--- src/rtl/muldiv_pkg.sv ---
`default_nettype none
// ============================================================
// muldiv_pkg : op/state types and abs helper for muldiv_unit
// Rev 1.0
// ============================================================
package muldiv_pkg;

  localparam int c_MAX_W = 64;

  typedef enum logic [1:0] {
    OP_MULT  = 2'b00,
    OP_MULTU = 2'b01,
    OP_DIV   = 2'b10,
    OP_DIVU  = 2'b11
  } op_e;

  typedef enum logic [1:0] {
    S_IDLE = 2'b00,
    S_RUN  = 2'b01,
    S_FIN  = 2'b10,
    S_DZ   = 2'b11
  } state_e;

  // Callers sign-extend to c_MAX_W and truncate the result to their width.
  function automatic logic [c_MAX_W-1:0] abs_val(input logic [c_MAX_W-1:0] x);
    return x[c_MAX_W-1] ? (~x + 1'b1) : x;
  endfunction

endpackage
`default_nettype wire

--- src/rtl/muldiv_step.sv ---
`default_nettype none
// ============================================================
// muldiv_step : one combinational shift-add / restoring-divide step
// Rev 1.0
// ============================================================
module muldiv_step #(
  parameter int WIDTH = 32
) (
  input  logic [2*WIDTH-1:0] acc_i,
  input  logic [WIDTH-1:0]   operand_i,
  input  logic               div_mode_i,
  output logic [2*WIDTH-1:0] acc_o
);

  logic [WIDTH:0] w_sum;
  logic [WIDTH:0] w_diff;

  // Multiply keeps {partial product, remaining multiplier}; divide keeps {remainder, dividend/quotient}.
  always_comb begin
    w_sum  = {1'b0, acc_i[2*WIDTH-1:WIDTH]} + {1'b0, operand_i};
    w_diff = acc_i[2*WIDTH-1:WIDTH-1] - {1'b0, operand_i};
    acc_o  = acc_i;
    if (div_mode_i) begin
      if (!w_diff[WIDTH]) begin
        acc_o = {w_diff[WIDTH-1:0], acc_i[WIDTH-2:0], 1'b1};
      end else begin
        acc_o = {acc_i[2*WIDTH-2:0], 1'b0};
      end
    end else begin
      if (acc_i[0]) begin
        acc_o = {w_sum, acc_i[WIDTH-1:1]};
      end else begin
        acc_o = {1'b0, acc_i[2*WIDTH-1:1]};
      end
    end
  end

endmodule
`default_nettype wire

--- src/rtl/muldiv_unit.sv ---
`default_nettype none
// ============================================================
// muldiv_unit : iterative MULT/MULTU/DIV/DIVU with Hi/Lo registers
// Rev 1.0
// ============================================================
module muldiv_unit
  import muldiv_pkg::*;
#(
  parameter int WIDTH = 32
) (
  input  logic             clock_i,
  input  logic             reset_i,
  input  logic             start_i,
  input  logic [1:0]       op_i,
  input  logic [WIDTH-1:0] a_i,
  input  logic [WIDTH-1:0] b_i,
  input  logic             flush_i,
  input  logic             hi_we_i,
  input  logic             lo_we_i,
  input  logic [WIDTH-1:0] wdata_i,
  output logic             busy_o,
  output logic             done_o,
  output logic             div_zero_o,
  output logic [WIDTH-1:0] hi_o,
  output logic [WIDTH-1:0] lo_o
);

  localparam int CNT_W = $clog2(WIDTH);

  state_e             state_q, state_d;
  op_e                op_q, op_d;
  logic [2*WIDTH-1:0] acc_q, acc_d;
  logic [WIDTH-1:0]   opnd_q, opnd_d;
  logic [CNT_W-1:0]   cnt_q, cnt_d;
  logic               neg_q, neg_d;
  logic               rneg_q, rneg_d;
  logic [WIDTH-1:0]   hi_q, hi_d;
  logic [WIDTH-1:0]   lo_q, lo_d;
  logic               done_q, done_d;
  logic               dz_q, dz_d;

  logic               w_signed_i;
  logic               w_div_i;
  logic               w_div_q;
  logic [WIDTH-1:0]   w_ma;
  logic [WIDTH-1:0]   w_mb;
  logic [2*WIDTH-1:0] w_step;
  logic [2*WIDTH-1:0] w_prod;

  assign w_signed_i = ~op_i[0];
  assign w_div_i    = op_i[1];
  assign w_div_q    = (op_q == OP_DIV) || (op_q == OP_DIVU);
  assign w_ma = w_signed_i ? WIDTH'(abs_val(c_MAX_W'($signed(a_i)))) : a_i;
  assign w_mb = w_signed_i ? WIDTH'(abs_val(c_MAX_W'($signed(b_i)))) : b_i;
  assign w_prod = neg_q ? -acc_q : acc_q;

  muldiv_step #(.WIDTH(WIDTH)) u_step (
    .acc_i      (acc_q),
    .operand_i  (opnd_q),
    .div_mode_i (w_div_q),
    .acc_o      (w_step)
  );

  always_comb begin
    state_d = state_q;
    op_d    = op_q;
    acc_d   = acc_q;
    opnd_d  = opnd_q;
    cnt_d   = cnt_q;
    neg_d   = neg_q;
    rneg_d  = rneg_q;
    hi_d    = hi_q;
    lo_d    = lo_q;
    done_d  = 1'b0;
    dz_d    = 1'b0;
    case (state_q)
      S_IDLE: begin
        if (hi_we_i) hi_d = wdata_i;
        if (lo_we_i) lo_d = wdata_i;
        if (start_i && !flush_i) begin
          op_d   = op_e'(op_i);
          neg_d  = w_signed_i & (a_i[WIDTH-1] ^ b_i[WIDTH-1]);
          rneg_d = w_signed_i & w_div_i & a_i[WIDTH-1];
          cnt_d  = CNT_W'(WIDTH - 1);
          if (w_div_i) begin
            acc_d  = {{WIDTH{1'b0}}, w_ma};
            opnd_d = w_mb;
          end else begin
            acc_d  = {{WIDTH{1'b0}}, w_mb};
            opnd_d = w_ma;
          end
          state_d = (w_div_i && (b_i == '0)) ? S_DZ : S_RUN;
        end
      end
      S_RUN: begin
        if (flush_i) begin
          state_d = S_IDLE;
        end else begin
          acc_d = w_step;
          cnt_d = cnt_q - 1'b1;
          if (cnt_q == '0) state_d = S_FIN;
        end
      end
      S_FIN: begin
        state_d = S_IDLE;
        if (!flush_i) begin
          done_d = 1'b1;
          if (w_div_q) begin
            lo_d = neg_q  ? -acc_q[WIDTH-1:0]       : acc_q[WIDTH-1:0];
            hi_d = rneg_q ? -acc_q[2*WIDTH-1:WIDTH] : acc_q[2*WIDTH-1:WIDTH];
          end else begin
            {hi_d, lo_d} = w_prod;
          end
        end
      end
      S_DZ: begin
        state_d = S_IDLE;
        if (!flush_i) begin
          done_d = 1'b1;
          dz_d   = 1'b1;
        end
      end
      default: state_d = S_IDLE;
    endcase
  end

  always_ff @(posedge clock_i or posedge reset_i) begin
    if (reset_i) begin
      state_q <= S_IDLE;
      op_q    <= OP_MULT;
      acc_q   <= '0;
      opnd_q  <= '0;
      cnt_q   <= '0;
      neg_q   <= 1'b0;
      rneg_q  <= 1'b0;
      hi_q    <= '0;
      lo_q    <= '0;
      done_q  <= 1'b0;
      dz_q    <= 1'b0;
    end else begin
      state_q <= state_d;
      op_q    <= op_d;
      acc_q   <= acc_d;
      opnd_q  <= opnd_d;
      cnt_q   <= cnt_d;
      neg_q   <= neg_d;
      rneg_q  <= rneg_d;
      hi_q    <= hi_d;
      lo_q    <= lo_d;
      done_q  <= done_d;
      dz_q    <= dz_d;
    end
  end

  assign busy_o     = (state_q != S_IDLE);
  assign done_o     = done_q;
  assign div_zero_o = dz_q;
  assign hi_o       = hi_q;
  assign lo_o       = lo_q;

endmodule
`default_nettype wire

--- config.mk ---
export PLATFORM = sky130hd
export DESIGN_NAME = muldiv_unit
export DESIGN_NICKNAME = d
export VERILOG_FILES = /design/src/rtl/muldiv_pkg.sv /design/src/rtl/muldiv_step.sv /design/src/rtl/muldiv_unit.sv
export SDC_FILE = /design/constraint.sdc
export NUM_CORES = 1
export LEC_CHECK = 0
export ABC_AREA = 0
export BUFFER_PORTS_ARGS = -buffer_cell sky130_fd_sc_hd__buf_2
export CORE_UTILIZATION = 30
export DETAILED_ROUTE_END_ITERATION = 10
export GPL_TIMING_DRIVEN = 0
export PLACE_DENSITY_LB_ADDON = 0.3
export SLEW_MARGIN = 10
export SYNTH_ARGS = -nofsm -noshare
export SYNTH_HDL_FRONTEND = slang
export SYNTH_SLANG_ARGS = --single-unit
--- constraint.sdc ---
create_clock -name clock_i -period 6.94 [get_ports clock_i]
set_input_delay 0.347 -clock clock_i [delete_from_list [all_inputs] [get_ports clock_i]]
set_output_delay 0.347 -clock clock_i [all_outputs]
set_load 0.005 [all_outputs]
======== Yosys cells after proc, flatten, opt, wreduce, memory -nomap -nowiden ========
Cells that the tools add are included.
Widths: inputs -> output; s select.
storage, ports and cells
  word-level logic and storage cells ...... 87
  output and inout bits ................... 67
  bits of input ports ..................... 104
  flip-flop bits (word level) ............. 173
operators by class
  reduce and logical (&&, ||, !) cells .... 16
  add/sub/neg operators ................... 8
  equality and inequality tests ........... 11
  bitwise operators ....................... 7
  muxes and demuxes ....................... 34
operator list
  kind                   number
  $mux 32                14
  $mux 64                6
  $pmux 32 s2            2
  $pmux 64 s2            1
  $add 32x1->32 const B  2
  $neg 32->32            2
  $neg 64->64            1
  $not 32->32            2
  $add 32x32->33         1
  $sub 33x32->33         1
  $logic_not 32->1       1
  $mux 5                 2
  $ne 2x2->1 const B     5
  $pmux 5 s2             1
  $reduce_and 3->1       3
  $eq 2x2->1 const B     4
  $mux 2                 4
  $pmux 2 s3             1
  $reduce_bool 2->1      3
  $logic_not 5->1        1
  $sub 5x1->5 const B    1
  $reduce_and 2->1       2
  $and 1x1->1            3
  $mux 1                 3
  other kinds (9)        10

======== Logic depth before layout (Yosys ltp) ========
Gate-level depths: netlist of run 1.
  depth after elaboration ................. 7
  mapped depth ............................ 16
  depth with buffers taken out ............ 13

======== Modules after synthesis ========
Synthesis of run 1 repeated with hierarchy kept, for this count alone.
unflattened totals
  cell total of the unflattened synthesis .. 1943
  area, all modules ....................... 15299.7 um^2
by module, submodules not included
  module       sequential area each (um^2)  times used  area each (um^2)  cells each
  muldiv_unit  4304.1                       1           10578.9           1253
  muldiv_step  0.0                          1           4720.8            690

======== Worst setup path before layout of run 1 ========
OpenSTA, ideal clock, no wires.
  path kind ............................... register to register
  start ................................... reg acc_q[31]
  end ..................................... reg acc_q[63]
  path buffers ............................ 2
  arrival ................................. 3265 ps
  data required time ...................... 6807 ps
  period minus slack after synthesis ...... 3398 ps
  path slack .............................. 3542 ps
  library setup time ...................... 133 ps
  cell stages (with the launch flop) ...... 16
  path through ............................ dfrtp_1 > inv_1 > ha_1 > fa_1 > nand2b_1 > a21oi_1 > o21a_1 > a211o_1 > a21oi_1 > or4_4 > and3_1 > clkbuf_1 > buf_2 > a32o_1 > a31oi_1 > o31ai_1
on the way
  cells in the longest elaborated chain, start to end .. 5
ends and longest elaborated chain
  what                      RTL line            RTL
  start: declaration        muldiv_unit.sv:32   logic [2*WIDTH-1:0] acc_q, acc_d;
  start signal: assignment  muldiv_unit.sv:131  acc_q <= '0;
  start signal: assignment  muldiv_unit.sv:143  acc_q <= acc_d;
  $sub 33x32->33            muldiv_step.sv:21   w_diff = acc_i[2*WIDTH-1:WIDTH-1] - {1'b0, operand_i};
  $mux 64                   muldiv_step.sv:24   if (!w_diff[WIDTH]) begin
  $mux 64                   muldiv_step.sv:23   if (div_mode_i) begin
  $mux 64                   muldiv_unit.sv:96   if (flush_i) begin
  $pmux 64 s2               muldiv_unit.sv:76   case (state_q)
No other way between the ends. The select of a mux whose other input is x is not followed.
A chain may end at the register's enable or synchronous reset.

======== Final worst setup path of run 1 ========
  start ................................... reg acc_q[0]
  end ..................................... reg hi_q[10] (netlist: hi_o[10])
on the way
  cells in the longest elaborated chain, start to end .. 5
ends and longest elaborated chain
  what                    RTL line            RTL
  $neg 64->64             muldiv_unit.sv:55   assign w_prod = neg_q ? -acc_q : acc_q;
  $mux 64                 muldiv_unit.sv:55
  $mux 32                 muldiv_unit.sv:108  if (w_div_q) begin
  $mux 32                 muldiv_unit.sv:106  if (!flush_i) begin
  $pmux 32 s2             muldiv_unit.sv:76
  end signal: assignment  muldiv_unit.sv:148  hi_q <= hi_d;
  end: declaration        muldiv_unit.sv:37   logic [WIDTH-1:0] hi_q, hi_d;
No other way between the ends. The select of a mux whose other input is x is not followed.

==> results of run 1 <==
## metal layers
metal | part of all wire [%] | GRT usage, % | wire length (um)
met2 | 44 | 37.7 | 27100
met4 | 2.6 | 7.40 | 1620
met1 | 45 | 33.8 | 27400
met5 | 0.021 | 0 | 13
met3 | 8.7 | 4.79 | 5360
## per-stage QoR
stage | hold slack [ns] | utilization, % | setup WS, ns | cell area, um^2
after global routing | 0.180 | 35.2 | 1.62 | 17200
after floorplan | 0.443 | - | 1.93 | 14800
after CTS | 0.148 | 35.2 | 2.01 | 17200
after detailed placement | 0.454 | 33.9 | 2.05 | 16600
after global placement | 0.464 | 33.8 | -0.491 | 16500
final | 0.164 | 35.2 | 1.80 | 17200
## synthesized netlist by cell type (6+ instances only)
cell and instances:
sky130_fd_sc_hd__a31oi_1 29, sky130_fd_sc_hd__o41ai_1 9, sky130_fd_sc_hd__xnor2_1 94, sky130_fd_sc_hd__nor3_1 42, sky130_fd_sc_hd__nor2_1 214, sky130_fd_sc_hd__a22o_1 13
sky130_fd_sc_hd__a211oi_1 22, sky130_fd_sc_hd__or3_1 14, sky130_fd_sc_hd__nor4_1 17, sky130_fd_sc_hd__mux2i_1 46, sky130_fd_sc_hd__o211ai_1 22, sky130_fd_sc_hd__buf_1 14
sky130_fd_sc_hd__nand2b_1 32, sky130_fd_sc_hd__mux2_2 7, sky130_fd_sc_hd__or4_1 8, sky130_fd_sc_hd__a221oi_1 10, sky130_fd_sc_hd__ha_1 70, sky130_fd_sc_hd__nand4_1 8
sky130_fd_sc_hd__nor2b_1 27, sky130_fd_sc_hd__o21ai_0 169, sky130_fd_sc_hd__or2_2 7, sky130_fd_sc_hd__clkbuf_1 98, sky130_fd_sc_hd__nand2_1 205, sky130_fd_sc_hd__a21oi_1 219
sky130_fd_sc_hd__o21a_1 13, sky130_fd_sc_hd__dfrtp_1 172, sky130_fd_sc_hd__a21o_1 39, sky130_fd_sc_hd__and3_1 10, sky130_fd_sc_hd__a21boi_0 6, sky130_fd_sc_hd__o221ai_1 6
sky130_fd_sc_hd__a211o_1 6, sky130_fd_sc_hd__inv_1 62, sky130_fd_sc_hd__o31ai_1 34, sky130_fd_sc_hd__nand3_1 28, sky130_fd_sc_hd__o21bai_1 8, sky130_fd_sc_hd__xor2_1 74
## tightest hold or removal path: stages
cell                      delay (ns)
sky130_fd_sc_hd__buf_2          0.10
sky130_fd_sc_hd__nand2_1        0.06
sky130_fd_sc_hd__a31oi_1        0.07
## cell families after synthesis
kind of cell,Yosys count,share of synthesized area [%]
AO/OA/AOI/OAI,642,26.5
AND/OR/NAND/NOR,645,20.1
XOR/XNOR,168,9.92
flip-flops,172,29.0
multiplexers,53,3.64
buffers and inverters,179,4.57
adder cells (fa/ha/maj),72,6.18
## power breakdown
| part | internal [W] | switching [W] | leakage (nW) |
|---|---|---|---|
| Combinational | 0.00145 | 0.00232 | 4.95 |
| Clock | 0.000590 | 0.000460 | 0.297 |
| Sequential | 0.00124 | 0.000453 | 2.10 |
| Total | 0.00328 | 0.00324 | 7.34 |
## worst max-delay path by stage
stage | slack, ns | depth (start not counted) | start | to
floorplan | 1.93 | 1 | reset_i | acc_q[0]
global placement | -0.49 | 2 | reset_i | acc_q[11]
detailed placement | 2.05 | 14 | acc_q[0] | hi_o[22]
CTS | 2.01 | 14 | acc_q[0] | hi_o[22]
global route | 1.62 | 16 | acc_q[0] | hi_o[10]
finish | 1.80 | 16 | acc_q[0] | hi_o[10]
## state kept, by name (all words and copies together) (netlist names), 2 cells and up
name and flops:
opnd_q 32, cnt_q 5, hi_o 32, state_q 2, lo_o 32, acc_q 64
## layout make-up
class	count	share of cell area (%)
multi-input cells	1580	57.3
clock buffers	20	2.66
clock inverters	12	0.946
well taps	664	4.83
repair buffers	172	5.18
inverters	62	1.40
plain buffers	117	2.59
flip-flops and latches	172	25.0
==> run_results.csv, run 1 <==
group,metric,value,unit
timing,final-setup-viol-count,0,
layout,nFillCells,5240,
timing,clock_skew,0.0171,ns
clock_network,clock_sink_count,172,
worst_setup_path,crit_buf_inv,5,
layout,sequential_area,4300,um^2
clock_network,cts_buffers,17,
hold_path,worst_hold_path.endpoint,"hi_o[30]",
worst_setup_path,regToRegStartpoint,"acc_q[0]",
route,route.antenna.remaining_nets,0,
synthesis,synthesis.area,14800,um^2
worst_setup_path,r2r.worst_path.cells,16,
synthesis,synth_edf_count,0,
power,p_per_area,379,nW/um^2
floorplanning,rows,81,
worst_setup_path,r2r_setup_slack,1.80,ns
clock_network,ctsHtreeMaxLevel,4,
power,worst_ir_drop_vdd,277,uV
timing,grt_setup_unrepaired,"no",
clock_network,post-cts-setup-buffers,0,
floorplanning,io_pins,171,
clock_network,worstSkewPairLatency,0.47,ns
floorplanning,core-area,48800,um^2
layout,diodes,0,
floorplanning,fp.dieH,224,um
timing,tightestPinTransition,1.15,ns
synthesis,yosys.cell_types.count,71,
timing,max_freq,195,MHz
hold_path,hold_path_startpoint,"wdata_i[30]",
synthesis,synth_async_reset_ratio,100,%
placed_design,place_hpwl,49600,um
layout,multi_input_comb_area,9850,um^2
global_route,global_route_wire_length_before_repair,91900,um
worst_setup_path,startpoint_types,"flip-flop",
timing,fin_crit_sh,74.0,%
synthesis,post_synth.cell_area_avg,7.68,um^2
layout,layout-drive-gt1-share,11.1,%
timing,setup-tns-final,0,ns
timing,final_hold_vio_count,0,
clock_network,cts_hold_buf,1,
timing,slew_viol_final,0,
clock_network,cts_tree,"yes",
layout,areaGrowthSynthToFinish,15.9,%
outcome,run_status,"completed",
global_route,grt_max_degree,102,
worst_setup_path,cp_common_cell,"sky130_fd_sc_hd__clkbuf_1",
synthesis,yosysTopAreaCellShare,29.0,%
worst_setup_path,critical_path.max_fanout,10,
worst_setup_path,crit_path_cell_trace,"clkbuf_1 > inv_1 > clkbuf_1 > clkbuf_1 > ha_1 > nor2b_1 > nand4_1 > nand3b_1 > nor4_1 > nand2b_1 > buf_2 > nand2_1 > xnor2_1 > nor2_1 > a21oi_1 > o21ai_0",
global_route,first_global_vias,14739,
job,cap_violations,0,
synthesis,synth.ff_latch_count,172,
route,via_per_inst,5.57,
synthesis,synth_area_leader_cell,"sky130_fd_sc_hd__dfrtp_1",
global_route,overflow,0,
worst_setup_path,reg2reg_to,"hi_o[10]",
power,totalPowerFinal,0.00652,W
worst_setup_path,worst_path_max_delay_cell,"sky130_fd_sc_hd__nor4_1",
synthesis,synth_flop_cell,"sky130_fd_sc_hd__dfrtp_1",
timing,max_slew_margin,23.3,%
route,drt_first_pass_iters,6,
worst_setup_path,critical_path.top_delay_family,"simple AND/OR/NAND/NOR gates",
worst_setup_path,worst_path_largest_cell_delay,0.65,ns
synthesis,synth.top_cells.by_area,"sky130_fd_sc_hd__dfrtp_1 (29%), sky130_fd_sc_hd__a21oi_1 (7.4%), sky130_fd_sc_hd__ha_1 (5.9%), sky130_fd_sc_hd__o21ai_0 (5.7%), sky130_fd_sc_hd__xnor2_1 (5.6%)",
hold_path,hold_path_depth,3,
route,detailroute.via_count,15584,
placed_design,place_inst,2766,
floorplanning,fp.dieArea,50300,um^2
route,starting_drc_count_in_detailed_routing,1584,
placed_design,place.port_buffers,169,
route,detail_route.wirelength,61600,um
worst_setup_path,critPathRequiredTime,7.27,ns
global_route,global_route.usage.total,24.3,%
floorplanning,initial_core_utilization,30.4,%
timing,finalCriticalPeriod,5.14,ns
worst_setup_path,sort_of_element_at_the_end_of_the_critical_path,"flip-flop",
synthesis,synth_seq_area_share,29.0,%
layout,final_nets,2298,
synthesis,yosys_warnings,0,
layout,count_of_placed_standard_cells_in_the_final_layout_fillers_left_out,2799,
synthesis,netlist_instances,1931,
placed_design,place_congestion,0.971,
worst_setup_path,critical_path_class,"flip-flop to flip-flop",
worst_setup_path,cp.arrival,5.47,ns
route,drc,0,
hold_path,hold_class,"input port to flip-flop",
route,post_drt_wl_per_cell,22.0,um
clock_network,total_of_cells_resized_after_clock_tree_synthesis,0,
clock_network,clock_path_buffers,2,
floorplanning,die_w,224,um
power,power.static_leakage,7.34,nW
clock_network,clk_pin_slew,0.07,ns
layout,mostFrequentLayoutCells,"sky130_fd_sc_hd__a21oi_1 (219), sky130_fd_sc_hd__nor2_1 (214), sky130_fd_sc_hd__nand2_1 (205)",
synthesis,syn-num-nets,2107,
layout,final_common_cell,"sky130_fd_sc_hd__a21oi_1",
clock_network,clk_root_buffer_cell,"sky130_fd_sc_hd__clkbuf_16",
global_route,number_of_antenna_violations_at_the_first_check_in_global_routing,1,
(Power assumes the default switching activity.)
==> inputs of run 2 (changes only) <==
==> constraint.sdc (replaced) <==
create_clock -name clock_i -period 4.2 [get_ports clock_i]
set_input_delay 0.21 -clock clock_i [delete_from_list [all_inputs] [get_ports clock_i]]
set_output_delay 0.21 -clock clock_i [all_outputs]
set_load 0.005 [all_outputs]
==> run_results.csv, run 2 (synthesis gave the netlist of run 1 again) <==
group,metric,value,unit
placed_design,place_inst,2770,
layout,regMostFlops,"acc_q",
layout,mostFrequentLayoutCells,"sky130_fd_sc_hd__a21oi_1 (219), sky130_fd_sc_hd__nor2_1 (214), sky130_fd_sc_hd__nand2_1 (205)",
floorplanning,fp.dieH,224,um
layout,final_nets,2304,
route,drc,0,
timing,slew_viol_final,0,
power,p_per_area,622,nW/um^2
global_route,grt_max_degree,36,
hold_path,worst_hold_path.endpoint,"hi_o[27]",
floorplanning,fp.dieArea,50300,um^2
worst_setup_path,critical_path_class,"flip-flop to flip-flop",
hold_path,hold_path_startpoint,"wdata_i[27]",
timing,grt_setup_unrepaired,"no",
route,route.antenna.remaining_nets,0,
route,detailroute.via_count,15735,
timing,worst_hold_slack,0.0387,ns
layout,final_util,35.3,%
route,via_per_inst,5.61,
floorplanning,initial_core_utilization,30.4,%
timing,tightestPinTransition,1.25,ns
worst_setup_path,r2r.worst_path.cells,15,
floorplanning,core-area,48800,um^2
timing,final-setup-viol-count,0,
clock_network,cts_buffers,17,
power,worst_ir_drop_vdd,370,uV
worst_setup_path,sort_of_element_at_the_end_of_the_critical_path,"flip-flop",
placed_design,place.port_buffers,169,
layout,max_ffs_per_register,64,
placed_design,place_hpwl,50400,um
layout,final_common_cell,"sky130_fd_sc_hd__a21oi_1",
clock_network,ctsHtreeMaxLevel,4,
outcome,run_status,"completed",
clock_network,cts_tree,"yes",
layout,layout-drive-gt1-share,11.9,%
timing,max_slew_margin,16.3,%
job,cap_violations,0,
power,power.static_leakage,7.35,nW
worst_setup_path,cp.arrival,4.47,ns
route,starting_drc_count_in_detailed_routing,1641,
placed_design,place_congestion,0.977,
timing,fin_crit_sh,98.7,%
floorplanning,io_pins,171,
hold_path,hold_path_depth,3,
layout,areaGrowthSynthToFinish,16.3,%
worst_setup_path,critical_path.max_fanout,10,
global_route,first_global_vias,15041,
timing,final_hold_vio_count,0,
layout,count_of_placed_standard_cells_in_the_final_layout_fillers_left_out,2804,
clock_network,clock_path_buffers,2,
hold_path,hold_class,"input port to flip-flop",
worst_setup_path,r2r_setup_slack,0.06,ns
global_route,overflow,0,
route,detail_route.wirelength,61800,um
clock_network,clk_root_buffer_cell,"sky130_fd_sc_hd__clkbuf_16",
worst_setup_path,startpoint_types,"flip-flop",
clock_network,worstSkewPairLatency,0.46,ns
worst_setup_path,critPathRequiredTime,4.52,ns
floorplanning,die_w,224,um
timing,clock_skew,0.0203,ns
worst_setup_path,reg2reg_to,"acc_q[63]",
worst_setup_path,regToRegStartpoint,"acc_q[31]",
global_route,global_route.usage.total,24.5,%
floorplanning,rows,81,
timing,max_freq,241,MHz
global_route,global_route_wire_length_before_repair,93100,um
layout,diodes,0,
global_route,number_of_antenna_violations_at_the_first_check_in_global_routing,1,
clock_network,clk_pin_slew,0.07,ns
route,post_drt_wl_per_cell,22.0,um
timing,finalCriticalPeriod,4.14,ns
route,drt_first_pass_iters,8,
clock_network,clock_sink_count,172,
run 2: cell count changes in the layout (fill, tap and decap cells not counted), sizes merged:
cell / previous run / this run
buf: 190 / 196
bufinv: 3 / 0
clkbuf: 118 / 117
clkinvlp: 2 / 7
inv: 64 / 62
run 2: repair_timing:
action | CTS | global route
setup endpoints to repair | 19 | 40
hold buffers | 1 | 0
endpoints found under the hold margin | 18 | 0
gates resized for setup | 4 | 13
buffers inserted | 0 | 4
run 2: final cells by class:
cell class	instances	area, um^2
sequential	172	4310
inverter	62	243
clock buffer	19	453
clock inverter	12	91.3
timing repair buffer	180	993
multi-input combinational	1580	9890
tap	664	831
fill	5241	31600
buffer	115	445
run 2: metrics by stage:
stage | total power, W | setup slack, ns | setup TNS [ns] | cell area [um^2]
after floorplan | 0.00686 | 0.802 | 0 | 14800
after global placement | 0.00887 | -0.714 | -9.77 | 16500
after detailed placement | 0.00893 | -0.668 | -8.65 | 16600
after CTS | 0.0105 | 0.00532 | 0 | 17200
after global routing | 0.0114 | 0.00143 | 0 | 17300
final | 0.0107 | 0.0551 | 0 | 17300
run 2: worst max path at each step:
stage | startpoint | cells after the start | end
finish | acc_q[31] | 15 | acc_q[63]
global route | acc_q[31] | 15 | acc_q[63]
CTS | acc_q[31] | 13 | acc_q[54]
detailed placement | acc_q[0] | 16 | hi_o[10]
global placement | acc_q[0] | 14 | hi_o[22]
floorplan | acc_q[31] | 15 | acc_q[63]
run 2: critical path, stage by stage (launching register included):
cell and delay (ns):
sky130_fd_sc_hd__dfrtp_2 0.44, sky130_fd_sc_hd__inv_1 0.11, sky130_fd_sc_hd__ha_1 0.24, sky130_fd_sc_hd__fa_1 0.42, sky130_fd_sc_hd__nand2b_1 0.21, sky130_fd_sc_hd__a21oi_1 0.26
sky130_fd_sc_hd__o21a_1 0.29, sky130_fd_sc_hd__a211o_2 0.27, sky130_fd_sc_hd__a21oi_1 0.15, sky130_fd_sc_hd__or4_4 0.55, sky130_fd_sc_hd__and3_1 0.17, sky130_fd_sc_hd__clkbuf_1 0.13
sky130_fd_sc_hd__buf_2 0.24, sky130_fd_sc_hd__a32o_1 0.30, sky130_fd_sc_hd__a31oi_1 0.13, sky130_fd_sc_hd__o31ai_1 0.09
run 2: where the power goes:
group | total [W] | internal [W] | switching [W]
logic | 0.00637 | 0.00244 | 0.00393
registers | 0.00282 | 0.00206 | 0.000761
clock network | 0.00154 | 0.000788 | 0.000747
total | 0.0107 | 0.00529 | 0.00544
run 2: metal layers:
| layer | vias to the layer above | wire, um | GRT usage (%) |
|---|---|---|---|
| met5 | - | 0 | 0 |
| met4 | 0 | 1330 | 6.54 |
| met3 | 76 | 4890 | 4.31 |
| met2 | 750 | 27600 | 38.8 |
| met1 | 7605 | 27900 | 34.1 |
| li1 | 7304 | - | - |
==> inputs of run 3 (changes only) <==
--- a/config.mk
+++ b/config.mk
@@ -6,9 +6,9 @@
 export NUM_CORES = 1
 export LEC_CHECK = 0
 export ABC_AREA = 0
-export BUFFER_PORTS_ARGS = -buffer_cell sky130_fd_sc_hd__buf_2
 export CORE_UTILIZATION = 30
 export DETAILED_ROUTE_END_ITERATION = 10
+export DONT_BUFFER_PORTS = 1
 export GPL_TIMING_DRIVEN = 0
 export PLACE_DENSITY_LB_ADDON = 0.3
 export SLEW_MARGIN = 10
==> run_results.csv, run 3 (synthesis gave the netlist of run 1 again) <==
group,metric,value,unit
outcome,run_status,"completed",
clock_network,cts_buffers,17,
worst_setup_path,startpoint_types,"flip-flop",
worst_setup_path,crit_buf_inv,2,
clock_network,ctsHtreeMaxLevel,4,
route,detailroute.via_count,15205,
floorplanning,rows,81,
timing,setup-tns-final,0,ns
layout,regMostFlops,"acc_q",
power,totalPowerFinal,0.0107,W
worst_setup_path,critical_path_depth,13,
worst_setup_path,reg2reg_to,"acc_q[63]",
clock_network,cts_tree,"yes",
floorplanning,fp.dieArea,50300,um^2
timing,max_freq,241,MHz
hold_path,hold_class,"input port to flip-flop",
global_route,overflow,0,
worst_setup_path,critical_path.endpoint,"acc_q[63]",
route,via_per_inst,5.71,
timing,fin_crit_sh,98.8,%
power,share_of_total_power_in_sequential_cells,26.6,%
worst_setup_path,sort_of_element_at_the_end_of_the_critical_path,"flip-flop",
worst_setup_path,critical_path_class,"flip-flop to flip-flop",
worst_setup_path,r2r_setup_slack,0.05,ns
clock_network,clk_root_buffer_cell,"sky130_fd_sc_hd__clkbuf_16",
floorplanning,core-area,48800,um^2
power,sw_frac_of_total,49.9,%
timing,worst_hold_slack,0.0293,ns
route,detail_route.wirelength,61400,um
floorplanning,initial_core_utilization,30.4,%
worst_setup_path,cp_common_cell,"sky130_fd_sc_hd__o31ai_1",
global_route,grt_max_degree,37,
worst_setup_path,critical_path_start,"acc_q[45]",
timing,slew_viol_final,0,
worst_setup_path,regToRegStartpoint,"acc_q[45]",
global_route,global_route_wire_length_before_repair,91000,um
timing,tightestPinTransition,1.10,ns
global_route,first_global_vias,14542,
power,p_per_area,638,nW/um^2
layout,nFillCells,5271,
timing,clock_skew,0.0126,ns
worst_setup_path,r2r.worst_path.cells,13,
clock_network,clk_pin_slew,0.08,ns
floorplanning,io_pins,171,
route,post_drt_wl_per_cell,23.1,um
timing,max_slew_margin,26.5,%
power,p_switching,0.00533,W
job,cap_violations,0,
route,starting_drc_count_in_detailed_routing,1558,
power,power.share.combinational,57.5,%
worst_setup_path,worst_path_max_delay_cell,"sky130_fd_sc_hd__dfrtp_1",
worst_setup_path,critPathRequiredTime,4.53,ns
floorplanning,die_w,224,um
layout,diodes,0,
power,power.static_leakage,6.84,nW
route,drc,0,
worst_setup_path,cp.arrival,4.48,ns
clock_network,worstSkewPairLatency,0.47,ns
clock_network,clock_sink_count,172,
placed_design,place_congestion,0.964,
global_route,global_route.usage.total,24.1,%
power,pwr-share-clk,15.9,%
worst_setup_path,critical_path.top_delay_family,"simple AND/OR/NAND/NOR gates",
layout,final_nets,2164,
route,route.antenna.remaining_nets,0,
clock_network,clock_path_buffers,2,
route,drt_first_pass_iters,6,
layout,max_ffs_per_register,64,
layout,mostFrequentLayoutCells,"sky130_fd_sc_hd__a21oi_1 (219), sky130_fd_sc_hd__nor2_1 (214), sky130_fd_sc_hd__nand2_1 (205)",
placed_design,place_hpwl,49600,um
worst_setup_path,worst_path_largest_cell_delay,0.57,ns
power,worst_ir_drop_vdd,362,uV
placed_design,place.port_buffers,0,
timing,finalCriticalPeriod,4.15,ns
worst_setup_path,crit_path_cell_trace,"ha_1 > nand2_1 > o31ai_1 > nor4b_4 > and4_1 > a21oi_1 > or4_4 > and3_1 > clkbuf_1 > buf_2 > a32o_1 > a31oi_1 > o31ai_1",
layout,final_common_cell,"sky130_fd_sc_hd__a21oi_1",
floorplanning,fp.dieH,224,um
layout,final_util,34.3,%
layout,areaGrowthSynthToFinish,12.9,%
power,internal_power,0.00536,W
timing,final-setup-viol-count,0,
timing,grt_setup_unrepaired,"no",
timing,final_hold_vio_count,0,
worst_setup_path,critical_path.max_fanout,10,
layout,layout-drive-gt1-share,4.05,%
global_route,number_of_antenna_violations_at_the_first_check_in_global_routing,1,
-- run 3: changes by cell type in the layout (fill, tap and decap cells not counted), moves of 2 or more --
| cell | previous run | this run |
|---|---|---|
| sky130_fd_sc_hd__buf_2 | 172 | 5 |
| sky130_fd_sc_hd__dlygate4sd3_1 | 1 | 29 |
| sky130_fd_sc_hd__clkinvlp_4 | 7 | 2 |
| sky130_fd_sc_hd__bufinv_16 | 0 | 3 |
| sky130_fd_sc_hd__clkbuf_1 | 94 | 96 |
| sky130_fd_sc_hd__clkbuf_4 | 2 | 0 |
| sky130_fd_sc_hd__clkinv_2 | 2 | 4 |
| sky130_fd_sc_hd__inv_6 | 2 | 0 |
-- run 3: how the worst min path moves through the flow --
stage           startpoint        end  slack [ns]  cells after the start
2_1_floorplan      op_i[0]      neg_q        0.31                      1
3_3_place_gp       op_i[0]      neg_q        0.35                      1
3_5_place_dp       reset_i  acc_q[59]        0.12                      1
4_1_cts        wdata_i[15]   lo_o[15]      0.0009                      2
5_1_grt         wdata_i[5]    hi_o[5]        0.03                      2
6_report       wdata_i[15]   lo_o[15]        0.03                      2
-- run 3: metrics by stage --
stage | area, um^2 | setup WS [ns] | std cells
after detailed placement | 15800 | -0.595 | 2602
after global placement | 15700 | -0.588 | 2595
final | 16700 | 0.0513 | 2664
after global routing | 16700 | 0.00677 | 2664
after floorplan | 14800 | 0.802 | 1931
after CTS | 16700 | 0.0396 | 2661
-- run 3: power groups by stage --
stage	clock [W]	combinational, W	sequential (W)
CTS	0.00171	0.00598	0.00281
detailed placement	0	0.00590	0.00284
global route	0.00177	0.00670	0.00288
floorplan	0	0.00439	0.00247
global placement	0	0.00585	0.00284
finish	0.00169	0.00615	0.00285
-- run 3: timing repair --
action | 4_1_cts | 5_1_grt
hold buffers | 29 | 0
gates cloned | 0 | 0
endpoints found under the hold margin | 115 | 0
setup buffers | 0 | 3
resized for setup | 5 | 4
setup endpoints to repair | 20 | 40
-- run 3: worst register-to-register path: cells and delay by family, from the launching register on --
kind	cells	cell delay, ns
and+or+nand+nor	5	1.45
adders and majority gates	1	0.51
buffers and inverters	2	0.37
AOI/OAI and AO/OA	5	1.14
DFF	1	0.57
-- run 3: cell type report --
class / instances / area [um^2] / area share, %
multi-input cells: 1580 / 9890 / 59.0
flip-flops and latches: 172 / 4310 / 25.7
well taps: 664 / 831 / 4.96
repair buffers: 39 / 448 / 2.67
clock buffers: 20 / 447 / 2.67
plain buffers: 116 / 445 / 2.66
inverters: 62 / 240 / 1.43
clock inverters: 11 / 145 / 0.867
-- run 3: layer usage --
| metal | vias to the layer above | share of wire (%) | global-route usage (%) |
|---|---|---|---|
| met3 | 99 | 9.4 | 6.15 |
| met2 | 684 | 44 | 36.8 |
| met4 | 0 | 3.3 | 9.66 |
| met5 | - | 0 | 0 |
| met1 | 7397 | 43 | 32.2 |
| li1 | 7025 | - | - |
